## src/rtl/lead_count_normalizer_if.sv

```systemverilog
// Operand/result bus of lead_count_normalizer: valid/ready on both sides.
// The master drives operands and accepts results; the slave is the normaliser.
interface lead_count_normalizer_if #(
  parameter int N  = 32,
  parameter int CW = $clog2(N + 1)
) ();
  logic          in_valid;
  logic          in_ready;
  logic [N-1:0]  x;
  logic          mode;
  logic          out_valid;
  logic          out_ready;
  logic [CW-1:0] count;
  logic [N-1:0]  norm;
  logic          zero;

  modport master (
    output in_valid, x, mode, out_ready,
    input  in_ready, out_valid, count, norm, zero
  );

  modport slave (
    input  in_valid, x, mode, out_ready,
    output in_ready, out_valid, count, norm, zero
  );
endinterface

```

## src/rtl/lead_count_normalizer.sv

```systemverilog
// Two-stage pipelined leading-bit counter and normaliser with valid/ready.
// S1 holds the operand and its count, S2 holds count, shifted operand and zero flag.
// Optional feature macro: LCN_SIGNMODE_EN enables the redundant-sign-bit count
// selected by mode = 1; without it mode is ignored and every operand is counted
// as leading zeros.
module lead_count_normalizer #(
  parameter int N  = 32,
  parameter int CW = $clog2(N + 1)
) (
  input  logic                    clk,
  input  logic                    rst_n,
  lead_count_normalizer_if.slave  bus
);

  logic [CW-1:0] lz_count;
  logic [CW-1:0] in_count;

  // Leading zeros: the highest set bit wins because later iterations overwrite.
  always_comb begin
    lz_count = CW'(N);
    for (int i = 0; i < N; i++) begin
      if (bus.x[i]) lz_count = CW'(N - 1 - i);
    end
  end

`ifdef LCN_SIGNMODE_EN
  logic [CW-1:0] sb_count;

  // Redundant sign bits: the highest bit differing from the MSB sets the count.
  always_comb begin
    sb_count = CW'(N - 1);
    for (int i = 0; i < N - 1; i++) begin
      if (bus.x[i] != bus.x[N-1]) sb_count = CW'(N - 2 - i);
    end
  end

  // The count already carries the effect of mode, so mode needs no register.
  assign in_count = bus.mode ? sb_count : lz_count;
`else
  assign in_count = lz_count;
`endif

  logic          s1_valid;
  logic [N-1:0]  s1_x;
  logic [CW-1:0] s1_count;
  logic          s2_valid;
  logic [CW-1:0] s2_count;
  logic [N-1:0]  s2_norm;
  logic          s2_zero;
  logic          s2_load;
  logic          in_ready;
  logic          in_fire;

  // S2 takes new data when empty or when its result leaves this cycle.
  assign s2_load  = !s2_valid || bus.out_ready;
  assign in_ready = !s1_valid || s2_load;
  assign in_fire  = bus.in_valid && in_ready;

  // Stage 1: capture the operand and its combinational count on accept.
  always_ff @(posedge clk or negedge rst_n) begin
    if (!rst_n) begin
      s1_valid <= 1'b0;
      s1_x     <= '0;
      s1_count <= '0;
    end else if (in_fire) begin
      s1_valid <= 1'b1;
      s1_x     <= bus.x;
      s1_count <= in_count;
    end else if (s2_load) begin
      s1_valid <= 1'b0;
    end
  end

  // Stage 2: barrel shift from the S1 registers; held while stalled.
  // A shift by N (all-zero operand) yields zero, which is the wanted norm.
  always_ff @(posedge clk or negedge rst_n) begin
    if (!rst_n) begin
      s2_valid <= 1'b0;
      s2_count <= '0;
      s2_norm  <= '0;
      s2_zero  <= 1'b0;
    end else if (s2_load) begin
      s2_valid <= s1_valid;
      if (s1_valid) begin
        s2_count <= s1_count;
        s2_norm  <= s1_x << s1_count;
        s2_zero  <= (s1_x == '0);
      end
    end
  end

  assign bus.in_ready  = in_ready;
  assign bus.out_valid = s2_valid;
  assign bus.count     = s2_count;
  assign bus.norm      = s2_norm;
  assign bus.zero      = s2_zero;

endmodule

```

## src/flat_wrapper.sv

```systemverilog
// flat-port wrapper written by rule: the top's interface ports become plain ports
module lead_count_normalizer_flat 
#(
  parameter int N  = 32,
  parameter int CW = $clog2(N + 1)
)
  (clk, rst_n, bus_in_valid, bus_x, bus_mode, bus_out_ready, bus_in_ready, bus_out_valid, bus_count, bus_norm, bus_zero);
  lead_count_normalizer_if #(.N(N), .CW(CW)) bus_i ();
  input  logic clk;
  input  logic rst_n;
  input wire logic [$bits(bus_i.in_valid)-1:0] bus_in_valid;
  input wire logic [$bits(bus_i.x)-1:0] bus_x;
  input wire logic [$bits(bus_i.mode)-1:0] bus_mode;
  input wire logic [$bits(bus_i.out_ready)-1:0] bus_out_ready;
  output wire logic [$bits(bus_i.in_ready)-1:0] bus_in_ready;
  output wire logic [$bits(bus_i.out_valid)-1:0] bus_out_valid;
  output wire logic [$bits(bus_i.count)-1:0] bus_count;
  output wire logic [$bits(bus_i.norm)-1:0] bus_norm;
  output wire logic [$bits(bus_i.zero)-1:0] bus_zero;
  assign bus_i.in_valid = bus_in_valid;
  assign bus_i.x = bus_x;
  assign bus_i.mode = bus_mode;
  assign bus_i.out_ready = bus_out_ready;
  assign bus_in_ready = bus_i.in_ready;
  assign bus_out_valid = bus_i.out_valid;
  assign bus_count = bus_i.count;
  assign bus_norm = bus_i.norm;
  assign bus_zero = bus_i.zero;
  lead_count_normalizer #(.N(N), .CW(CW)) u_core (.clk(clk), .rst_n(rst_n), .bus(bus_i));
endmodule
```

## config.mk

```make
export PLATFORM = sky130hd
export DESIGN_NAME = lead_count_normalizer_flat
export DESIGN_NICKNAME = d
export VERILOG_FILES = /design/src/rtl/lead_count_normalizer_if.sv /design/src/rtl/lead_count_normalizer.sv /design/src/flat_wrapper.sv
export SDC_FILE = /design/constraint.sdc
export NUM_CORES = 1
export LEC_CHECK = 0
export ABC_AREA = 1
export ABC_CLOCK_PERIOD_IN_PS = 4000
export BUFFER_PORTS_ARGS = -buffer_cell sky130_fd_sc_hd__buf_4
export CAP_MARGIN = 40
export CORE_UTILIZATION = 30
export DETAILED_ROUTE_END_ITERATION = 8
export REMOVE_ABC_BUFFERS = 1
export SETUP_SLACK_MARGIN = 0.15
export SLEW_MARGIN = 25
export SYNTH_ARGS = -nofsm -noshare
export SYNTH_HDL_FRONTEND = slang
export SYNTH_SLANG_ARGS = --single-unit
```

## constraint.sdc

```tcl
create_clock -name clk -period 4 [get_ports clk]
set_clock_uncertainty 0.1 [all_clocks]
set_input_delay 0.6 -clock clk [delete_from_list [all_inputs] [get_ports clk]]
set_output_delay 0.6 -clock clk [all_outputs]
set_load 0.1 [all_outputs]
```

; ---- After elaboration in Yosys (flattened, before gate mapping)
; Cells that the tools add are included.
[totals]
input_bits = 37
register_bits = 79
elab_cells = 50
out_inout_bits = 41
[op_classes]
shifts = 1
n_mux = 34
n_reduce_logical = 8
[op_table]
columns = op, n
row1 = 6-bit 2-to-1 mux, 32
row2 = 32-bit zero test, 1
row3 = 32-bit by 6-bit left shift with 32-bit output, 1
row4 = 1-bit zero test, 2
row5 = 1-bit logical OR, 2
row6 = 1-bit 2-to-1 mux, 2
row7 = 2-bit AND reduction, 1
row8 = 2-bit nonzero test, 1
row9 = 1-bit logical AND, 1

; ---- Depth between registers and ports, before layout
; Gate-level depths: netlist of the first run.
[depth]
ltp_word = 32
ltp_mapped = 33

; ---- Worst setup path after synthesis of the first run
; No wires, ideal clock.
[synth_path]
path_type = register -> register
from = register u_core.s2_valid, in the netlist u_core.bus.out_valid
to = register u_core.s1_x[1]
required_ps = 3767
setup_slack_ps = 865
n_path_buf = 2
path_stages_with_launch = 6
synth_period_minus_slack_ps = 3135
arrival_ps = 2903
path_cell_list = dfrtp_1 nand3_1 nand2_1 buf_2 clkbuf_1 o21ai_0
[synth_between]
elab_chain_len = 4
[synth_lines]
columns = item, line
row1 = from (decl), lead_count_normalizer.sv:46  ; logic s2_valid;
row2 = from (signal assigned), lead_count_normalizer.sv:83  ; s2_valid <= s1_valid;
row3 = 1-bit zero test, lead_count_normalizer.sv:55  ; assign s2_load = !s2_valid || bus.out_ready;
row4 = 1-bit logical OR, lead_count_normalizer.sv:55
row5 = 1-bit logical OR, lead_count_normalizer.sv:56  ; assign in_ready = !s1_valid || s2_load;
row6 = net bus_in_ready, flat_wrapper.sv:15  ; output wire logic [$bits(bus_i.in_ready)-1:0] bus_in_ready;
row7 = 1-bit logical AND, lead_count_normalizer.sv:57  ; assign in_fire = bus.in_valid && in_ready;
row8 = to (signal assigned), lead_count_normalizer.sv:67  ; s1_x <= bus.x;
row9 = to (decl), lead_count_normalizer.sv:44  ; logic [N-1:0] s1_x;
; The timed path passes the listed nets, and every way through them passes these cells.
; A chain may end at the register's enable or synchronous reset.

; ---- Worst setup path after layout of the first run
[layout_path]
from = register u_core.s1_count[1]
to = register u_core.s2_norm[28], in the netlist u_core.bus.norm[28]
[layout_between]
elab_chain_len = 1
[layout_lines]
columns = item, line
row1 = from (decl), lead_count_normalizer.sv:45  ; logic [CW-1:0] s1_count;
row2 = from (signal assigned), lead_count_normalizer.sv:68  ; s1_count <= in_count;
row3 = 32-bit by 6-bit left shift with 32-bit output, lead_count_normalizer.sv:86  ; s2_norm <= s1_x << s1_count;
row4 = to (signal assigned), lead_count_normalizer.sv:86
row5 = to (decl), lead_count_normalizer.sv:48  ; logic [N-1:0] s2_norm;
; Every way passes these cells.

==> flow_summary.ini, run 1 <==
[status]
status = finished clean

[clock_tree]
post_cts_resized = 0
cts.hold.buffers_added = 0
numCtsBuffers = 9
clk_pin_slew_ns = 0.06
clk_latency_ns = 0.35
htreeDepth = 3
root_buffer = clkbuf_16
clock-sinks = 79
cts_setup_buffers = 0
clockBufferDepth = 2
tritoncts = built

[timing]
post-route-min-period_ns = 2.63
period_share_pct = 65.7
worst_slack_ns = 1.37
slew_headroom_pct = 49.0
holdWs_ns = 0.131
tns_ns = 0
drv_slew = 0
tightest_slew_ns = 0.765
finalSetupViolCount = 0
rsz0062_at_grt = false
fmax_mhz = 381
finalHoldViolCount = 0

[final_layout]
drive_gt1_share_pct = 15.9
area_delta_synth_final_pct = 23.8
nNetsFinal = 749
antennaDiodeCount = 0
design_area_um2 = 5820

[grt]
grt-ovfl-total = 0
grt_pass1_vias = 3927
grt_max_degree = 46
grt_pass1_wl_um = 20200
track_usage_pct = 16.0
grt_antenna_before_repair = 0

[critical_path]
r2r_end = u_core.bus.norm[28]
rr_worst_depth = 8
slowest_delay_ns = 0.78
critical_path_cell_count = 8
path_cells = inv_2 > o21ai_1 > nor2_1 > a31oi_1 > nand2_1 > o21ai_1 > o22ai_1 > a22o_1
crit_top_cell = o21ai_1
cp_data_required_time_ns = 4.14
crit_buf_inv = 1
rrSetupSlack_ns = 1.37
r2r_start = u_core.s1_count[1]
cp_data_arrival_time_ns = 2.76
crit_fanout = 35
critPathKind = flip-flop to flip-flop
crit_path_end_kind = flip-flop
critPathLaunchType = flip-flop
cp_top_family = compound AO/OA/AOI/OAI gates
slowest_stage = dfrtp_1

[power]
leakagePower_nw = 2.86
vdd.ir_drop.worst_uv = 455
power_density_nw_per_um2 = 683

[synth]
synth_flop_cell = dfrtp_1
synth_area_um2 = 4700
synth_compound_area_share_pct = 21.1
synth_edf_count = 0
seq_area_frac_synth_pct = 42.0
ys_ff_latch = 79
yosys.area.top_type = dfrtp_1
syn_avg_cell_area_um2 = 7.20
synth_area_leaders = dfrtp_1, nand2_1, o21ai_1
synth_top_family_by_area = simple AND/OR/NAND/NOR gates
yosysUniqueCellTypes = 29
syn_inst = 653
synth_simple_gate_area_share_pct = 22.4
yosys_warnings = 0
synth_top_area_share_pct = 42.0
synth_mux_area_share_pct = 4.04
async_flop_share_pct = 100
yosys.area_share.adder_pct = 0
synth-xor-area-share_pct = 0

[placement]
io_buffers = 76
pre_cts_ws_ns = 1.39
dp_hpwl_um = 9420
placed_area_um2 = 5500
gp_congestion = 0.825

[route]
drtIter0Drc = 194
drt-wirelength-per-cell_um = 13.1
ant_nets = 0
wl_um = 12100
drc = 0
drtPass1Iterations = 4
via_per_inst = 4.66
vias = 4321

[floorplanning]
start_util_pct = 30.8
die_w_um = 127
core-area_um2 = 15300
rows = 45
die_h_um = 127
die-area_um2 = 16200
io_pins = 78

[worst_hold_path]
hold_path.class = input port to async pin

[flow_run]
cap_violations = 0
cell type report:
cell class              instances  area, um2
fillers                      1643       9430
well taps                     211        264
repair buffers                 86        681
inverters                      78        348
flip-flops and latches         79       1980
clock inverters                 6       92.6
multi-input cells             458       2230
clock buffers                  10        229
Yosys cell counts, drive strengths merged (3+ instances only):
cell type	instances
a21oi	9
a32o	3
buf	13
bufinv	4
clkbuf	25
dfrtp	79
inv	72
mux2i	19
nand2	197
nand3	13
nand4	7
nor2	35
nor4	6
o211ai	17
o21ai	127
o221ai	7
o22ai	3
or2	4
registers in the layout (all words and copies together), names as in the netlist:
signal,flops
u_core.bus.zero,1
u_core.s1_count,6
u_core.bus.count,6
u_core.s1_valid,1
u_core.s1_x,32
u_core.bus.norm,32
u_core.bus.out_valid,1
routing by layer:
layer / wire length (um) / up-vias / track usage [%]
met5: 0 / - / 0
met4: 284 / 0 / 8.05
met3: 429 / 18 / 2.26
met2: 4940 / 90 / 22.7
met1: 6460 / 1931 / 23.7
li1: - / 2282 / -
logic make-up after synthesis:
group	count (synthesis)
buf+inv	116
compound gates	175
mux	19
simple gates	264
flops	79
per-stage QoR:
step | std cells | util (%) | power [mW]
4_1_cts | 928 | 38.2 | 4.02
5_1_grt | 928 | 38.2 | 4.18
2_1_floorplan | 615 | - | 2.62
3_3_place_gp | 908 | 35.6 | 3.09
6_report | 928 | 38.2 | 3.98
3_5_place_dp | 912 | 36.1 | 3.11
worst max path at each step:
stage / slack, ns / from / to
3_3_place_gp: 1.43 / u_core.s1_count[1] / u_core.bus.norm[28]
2_1_floorplan: 0.003 / u_core.bus.out_valid / u_core.s1_count[5]
4_1_cts: 1.40 / u_core.s1_count[1] / u_core.bus.norm[28]
5_1_grt: 1.17 / u_core.s1_count[1] / u_core.bus.norm[28]
3_5_place_dp: 1.39 / u_core.s1_count[1] / u_core.bus.norm[28]
6_report: 1.37 / u_core.s1_count[1] / u_core.bus.norm[28]
report_power, final:
part	internal, mW	switching (mW)
clock	0.551	0.340
sequential	0.985	0.134
combinational	0.446	1.52
total	1.98	2.00
worst reg2reg max path, stage by stage (launching register included):
cell and delay (ns):
dfrtp_1 0.78, inv_2 0.46, o21ai_1 0.29, nor2_1 0.06
a31oi_1 0.22, nand2_1 0.07, o21ai_1 0.20, o22ai_1 0.13
a22o_1 0.19
cells in the final DEF (no fill, tap or decap), types with 7 or more instances in the layout:
master / netlist / layout
clkbuf_16: 0 / 9
nor2_1: 35 / 35
o211ai_1: 17 / 17
nand3_1: 13 / 13
mux2i_1: 19 / 19
o221ai_1: 7 / 7
inv_1: 63 / 63
o21ai_0: 60 / 60
dfrtp_1: 79 / 79
nand4_1: 7 / 7
nand2_1: 197 / 197
o21ai_1: 67 / 67
inv_2: 9 / 9
a21oi_1: 9 / 9
buf_4: 0 / 82
No activity file was read; power rests on OpenSTA's default activity.
==> inputs of run 2 (changes only) <==
--- a/config.mk
+++ b/config.mk
@@ -6,7 +6,7 @@
 export NUM_CORES = 1
 export LEC_CHECK = 0
 export ABC_AREA = 1
-export ABC_CLOCK_PERIOD_IN_PS = 4000
+export ABC_CLOCK_PERIOD_IN_PS = 2300
 export BUFFER_PORTS_ARGS = -buffer_cell sky130_fd_sc_hd__buf_4
 export CAP_MARGIN = 40
 export CORE_UTILIZATION = 30
==> constraint.sdc (replaced) <==
create_clock -name clk -period 2.3 [get_ports clk]
set_clock_uncertainty 0.1 [all_clocks]
set_input_delay 0.345 -clock clk [delete_from_list [all_inputs] [get_ports clk]]
set_output_delay 0.345 -clock clk [all_outputs]
set_load 0.1 [all_outputs]
==> run 2 against run 1 <==
Against the previous run:
- global-route usage is 0.10 points higher
- design area up 1.2%
- setup slack got worse by 1.1 ns
- non-clock buffer count up 12
- die area did not move
- first-iteration DRC count rose by 43%
- largest cell class unchanged
- sequential share of layout area down 0.40 points
- sequential cell count unchanged
==> flow_summary.ini, run 2 (synthesis results as in run 1) <==
[status]
status = finished clean

[route]
wl_um = 12500
vias = 4355
drtIter0Drc = 277
ant_nets = 0
drtPass1Iterations = 4
drc = 0
via_per_inst = 4.64
drt-wirelength-per-cell_um = 13.3

[worst_hold_path]
hold_path.class = input port to flip-flop

[placement]
pre_cts_ws_ns = 0.0570
dp_hpwl_um = 9660
placedCellCount = 923
gp_congestion = 0.853
placed_area_um2 = 5580
io_buffers = 76

[final_layout]
final_cell_mix = nand2_1, buf_4, dfrtp_1
nNetsFinal = 761
final_util_pct = 38.6
design_area_um2 = 5890
antennaDiodeCount = 0
drive_gt1_share_pct = 17.4
multi_input_area_um2 = 2240
area_delta_synth_final_pct = 25.3
seq_area_um2 = 1980
fin_cells = 939
final_common_cell = nand2_1
fillers = 1634

[grt]
grt-ovfl-total = 0
grt_pass1_vias = 4004
grt_antenna_before_repair = 0
grt_max_degree = 49
track_usage_pct = 16.1
grt_pass1_wl_um = 20600

[critical_path]
crit_fanout = 48
rrSetupSlack_ns = 0.31
critPathKind = flip-flop to flip-flop
critPathLaunchType = flip-flop
crit_path_end_kind = flip-flop
cp_data_arrival_time_ns = 2.12
cp_data_required_time_ns = 2.43

[power]
power_density_nw_per_um2 = 1160
vdd.ir_drop.worst_uv = 679
p_total_mw = 6.85
leakagePower_nw = 2.91

[timing]
finalSetupViolCount = 0
drv_slew = 0
finalHoldViolCount = 0
worst_slack_ns = 0.312
rsz0062_at_grt = true
fmax_mhz = 503
slew_headroom_pct = 64.1
period_share_pct = 86.4
post-route-min-period_ns = 1.99
tightest_slew_ns = 0.539

[clock_tree]
clk_latency_ns = 0.34
root_buffer = clkbuf_16
clock-sinks = 79
tritoncts = built
numCtsBuffers = 9
clk_pin_slew_ns = 0.06
clockBufferDepth = 2
htreeDepth = 3

[flow_run]
cap_violations = 0

[floorplanning]
io_pins = 78
rows = 45
core-area_um2 = 15300
start_util_pct = 30.8
die_h_um = 127
die_w_um = 127
die-area_um2 = 16200
run 2: cell types whose count changed in the layout (fill, tap and decap cells not counted), sizes merged:
cell	previous run	this run
buf	86	97
bufinv	6	5
clkbuf	10	12
clkinv	2	3
clkinvlp	2	1
dlygate4sd3	0	1
inv	74	72
run 2: worst paths after layout:
kind | startpoint | end | cells after the start
max | u_core.s1_count[0] | u_core.bus.norm[22] | 10
min | bus_x[0] | u_core.s1_x[0] | 3
max reg2reg | u_core.s1_count[0] | u_core.bus.norm[22] | 10
min reg2reg | u_core.bus.zero | u_core.bus.zero | 2
max in group asynchronous | rst_n | u_core.s1_x[23] | 3
min in group asynchronous | rst_n | u_core.bus.norm[10] | 2
run 2: area by class of cell:
class                   instances  share of cell area (%)
multi-input cells             458                    38.0
flip-flops and latches         79                    33.5
repair buffers                 98                    13.0
inverters                      78                    5.90
well taps                     211                    4.48
clock buffers                  12                    4.35
clock inverters                 3                   0.722
run 2: repair_timing:
action | 4_1_cts | 5_1_grt
buffers inserted | 0 | 0
endpoints found under the hold margin | 39 | 0
hold buffers | 1 | 0
resized for setup | 0 | 4
endpoints found under the setup margin | 0 | 4
run 2: power by group:
| group | leakage (nW) | switching [mW] | total, mW | internal, mW |
|---|---|---|---|---|
| clock network | 0.145 | 0.541 | 1.43 | 0.891 |
| registers | 0.989 | 0.218 | 1.93 | 1.72 |
| logic | 1.78 | 2.68 | 3.48 | 0.801 |
| total | 2.91 | 3.44 | 6.85 | 3.41 |
run 2: through the flow:
| step | TNS (ns) | hold slack, ns |
|---|---|---|
| finish | 0 | 0.160 |
| global route | 0 | 0.167 |
| CTS | 0 | 0.154 |
| detailed placement | 0 | 0.265 |
| global placement | 0 | 0.260 |
| floorplan | -80.28 | -0.0506 |
run 2: critical path, cell delays in order, from the launching register on:
cell     delay (ns)
dfrtp_1        0.39
buf_12         0.18
buf_6          0.16
nand2_1        0.06
o21ai_0        0.10
or2_1          0.22
o21ai_0        0.12
mux2i_1        0.14
nand2_1        0.09
nand3_1        0.08
a32o_1         0.23
run 2: routing by layer:
metal	vias to the layer above	global-route usage, %	wire [um]	part of all wire, %
met1	1953	23.8	6490	52
met5	-	0	0	0
met2	98	24.1	5370	43
li1	2295	-	-	-
met3	9	3.14	523	4.2
met4	0	4.06	111	0.89
==> inputs of run 3 (changes only) <==
--- a/config.mk
+++ b/config.mk
@@ -7,11 +7,10 @@
 export LEC_CHECK = 0
 export ABC_AREA = 1
 export ABC_CLOCK_PERIOD_IN_PS = 2300
-export BUFFER_PORTS_ARGS = -buffer_cell sky130_fd_sc_hd__buf_4
 export CAP_MARGIN = 40
 export CORE_UTILIZATION = 30
 export DETAILED_ROUTE_END_ITERATION = 8
-export REMOVE_ABC_BUFFERS = 1
+export DONT_BUFFER_PORTS = 1
 export SETUP_SLACK_MARGIN = 0.15
 export SLEW_MARGIN = 25
 export SYNTH_ARGS = -nofsm -noshare
==> run 3 against run 2 <==
Against the previous run:
- the run now ends with hold timing left
- combinational power rose by 1%
- design area fell by 4.2%
- utilization fell by 1.6 points
- worst hold slack got worse by 0.57 ns
- first-iteration DRC count rose by 0.72%
- via count rose by 0.32%
- sequential power barely moved
- global-route usage rose by 0.45 points
==> flow_summary.ini, run 3 (synthesis results as in run 1) <==
[floorplanning]
start_util_pct = 30.8
die_h_um = 127
die_w_um = 127
die-area_um2 = 16200
rows = 45
core-area_um2 = 15300
io_pins = 78

[critical_path]
crit_top_cell = nand2_1
r2r_end = u_core.bus.norm[27]
slowest_stage = dfrtp_2
cp_data_arrival_time_ns = 2.18
cp_data_required_time_ns = 2.43
critPathLaunchType = flip-flop
crit_path_end_kind = flip-flop
rr_worst_depth = 9
slowest_delay_ns = 0.45
critPathKind = flip-flop to flip-flop
rrSetupSlack_ns = 0.25
path_cells = buf_12 > buf_4 > nand2_1 > o21ai_1 > o21ai_0 > nand2_1 > a22o_1 > o21ai_1 > nand2_1
r2r_start = u_core.s1_count[0]
crit_fanout = 27

[clock_tree]
htreeDepth = 3
clockBufferDepth = 2
root_buffer = clkbuf_16
numCtsBuffers = 9
clock-sinks = 79
clk_latency_ns = 0.34
clk_pin_slew_ns = 0.06
tritoncts = built

[timing]
fmax_mhz = 487
period_share_pct = 89.2
finalSetupViolCount = 0
drv_slew = 0
tns_ns = 0
post-route-min-period_ns = 2.05
slew_headroom_pct = 67.4
rsz0062_at_grt = true
finalHoldViolCount = 79
holdWs_ns = -0.407
worst_slack_ns = 0.247
tightest_slew_ns = 0.488

[final_layout]
multi_input_area_um2 = 2250
area_delta_synth_final_pct = 20.0
seq_area_um2 = 1980
final_util_pct = 37.0
nNetsFinal = 724
fillers = 1674
drive_gt1_share_pct = 13.2
antennaDiodeCount = 0
final_common_cell = nand2_1
final_cell_mix = nand2_1, dfrtp_1, o21ai_1

[placement]
gp_congestion = 0.833
dp_hpwl_um = 9680
io_buffers = 0
pre_cts_ws_ns = 0.168

[route]
via_per_inst = 4.84
ant_nets = 0
wl_um = 12800
drtPass1Iterations = 5
vias = 4369
drc = 0
drt-wirelength-per-cell_um = 14.2
drtIter0Drc = 279

[grt]
grt_pass1_wl_um = 21100
grt_antenna_before_repair = 0
track_usage_pct = 16.6
grt-ovfl-total = 0
grt_pass1_vias = 4140
grt_max_degree = 80

[status]
failed_checks = hold timing
status = finished with violations

[flow_run]
cap_violations = 0

[power]
vdd.ir_drop.worst_uv = 659
power_density_nw_per_um2 = 1200
leakagePower_nw = 2.74

[worst_hold_path]
hold_path.class = input port to async pin

[synth]
synth_fp_nets = 690
run 3: cell count changes in the layout (fill, tap and decap cells not counted), sizes merged:
cell	previous run	this run
buf	97	60
clkbuf	12	14
bufinv	5	4
clkinv	3	4
dlygate4sd3	1	0
run 3: area by class of cell:
class / count / area share (%)
Timing Repair Buffer: 61 / 9.29
Clock inverter: 3 / 0.310
Multi-Input combinational cell: 458 / 39.9
Clock buffer: 13 / 4.61
Sequential cell: 79 / 35.1
Tap cell: 211 / 4.68
Inverter: 78 / 6.16
run 3: report_power, final:
part | total, mW | switching [mW] | internal [mW]
sequential | 1.92 | 0.204 | 1.71
clock | 1.34 | 0.553 | 0.786
combinational | 3.52 | 2.69 | 0.827
total | 6.77 | 3.45 | 3.33
run 3: critical path, delay by kind of cell (launching register included):
kind	cells	cell delay, ns
flip-flops	1	0.45
AO/OA/AOI/OAI	4	0.80
AND/OR/NAND/NOR	3	0.24
buffers and inverters	2	0.34
run 3: per-stage QoR:
step / instances / power (mW) / instance area [um2] / hold WS (ns)
finish: 903 / 6.77 / 5650 / -0.407
global route: 903 / 7.12 / 5650 / -0.424
CTS: 902 / 6.80 / 5610 / -0.421
detailed placement: 886 / 5.44 / 5340 / -0.0485
global placement: 883 / 5.31 / 5280 / -0.0476
floorplan: 653 / 4.59 / 4720 / -0.0506
run 3: repair_timing:
item | 4_1_cts | 5_1_grt
hold endpoints to repair | 79 | 79
endpoints found under the setup margin | 0 | 4
gates resized for setup | 0 | 3
buffers inserted | 0 | 0
run 3: worst max-delay path by stage:
stage                                     from                   to  slack, ns  depth (start not counted)
after global placement                bus_x[1]   u_core.s1_count[0]       0.16                         33
final                       u_core.s1_count[0]  u_core.bus.norm[27]       0.25                          9
after CTS                   u_core.s1_count[0]  u_core.bus.norm[22]       0.28                          9
after global routing                  bus_x[1]   u_core.s1_count[0]       0.15                         33
after floorplan           u_core.bus.out_valid  u_core.bus.norm[24]       0.16                          8
after detailed placement              bus_x[1]   u_core.s1_count[0]       0.17                         33
run 3: routing by layer:
metal  track usage [%]  vias up  wire, um
met5                 0        -         0
met4              4.69        0       128
met3              3.98       13       737
met2              24.0      113      5400
met1              24.4     2021      6560
li1                  -     2222         -
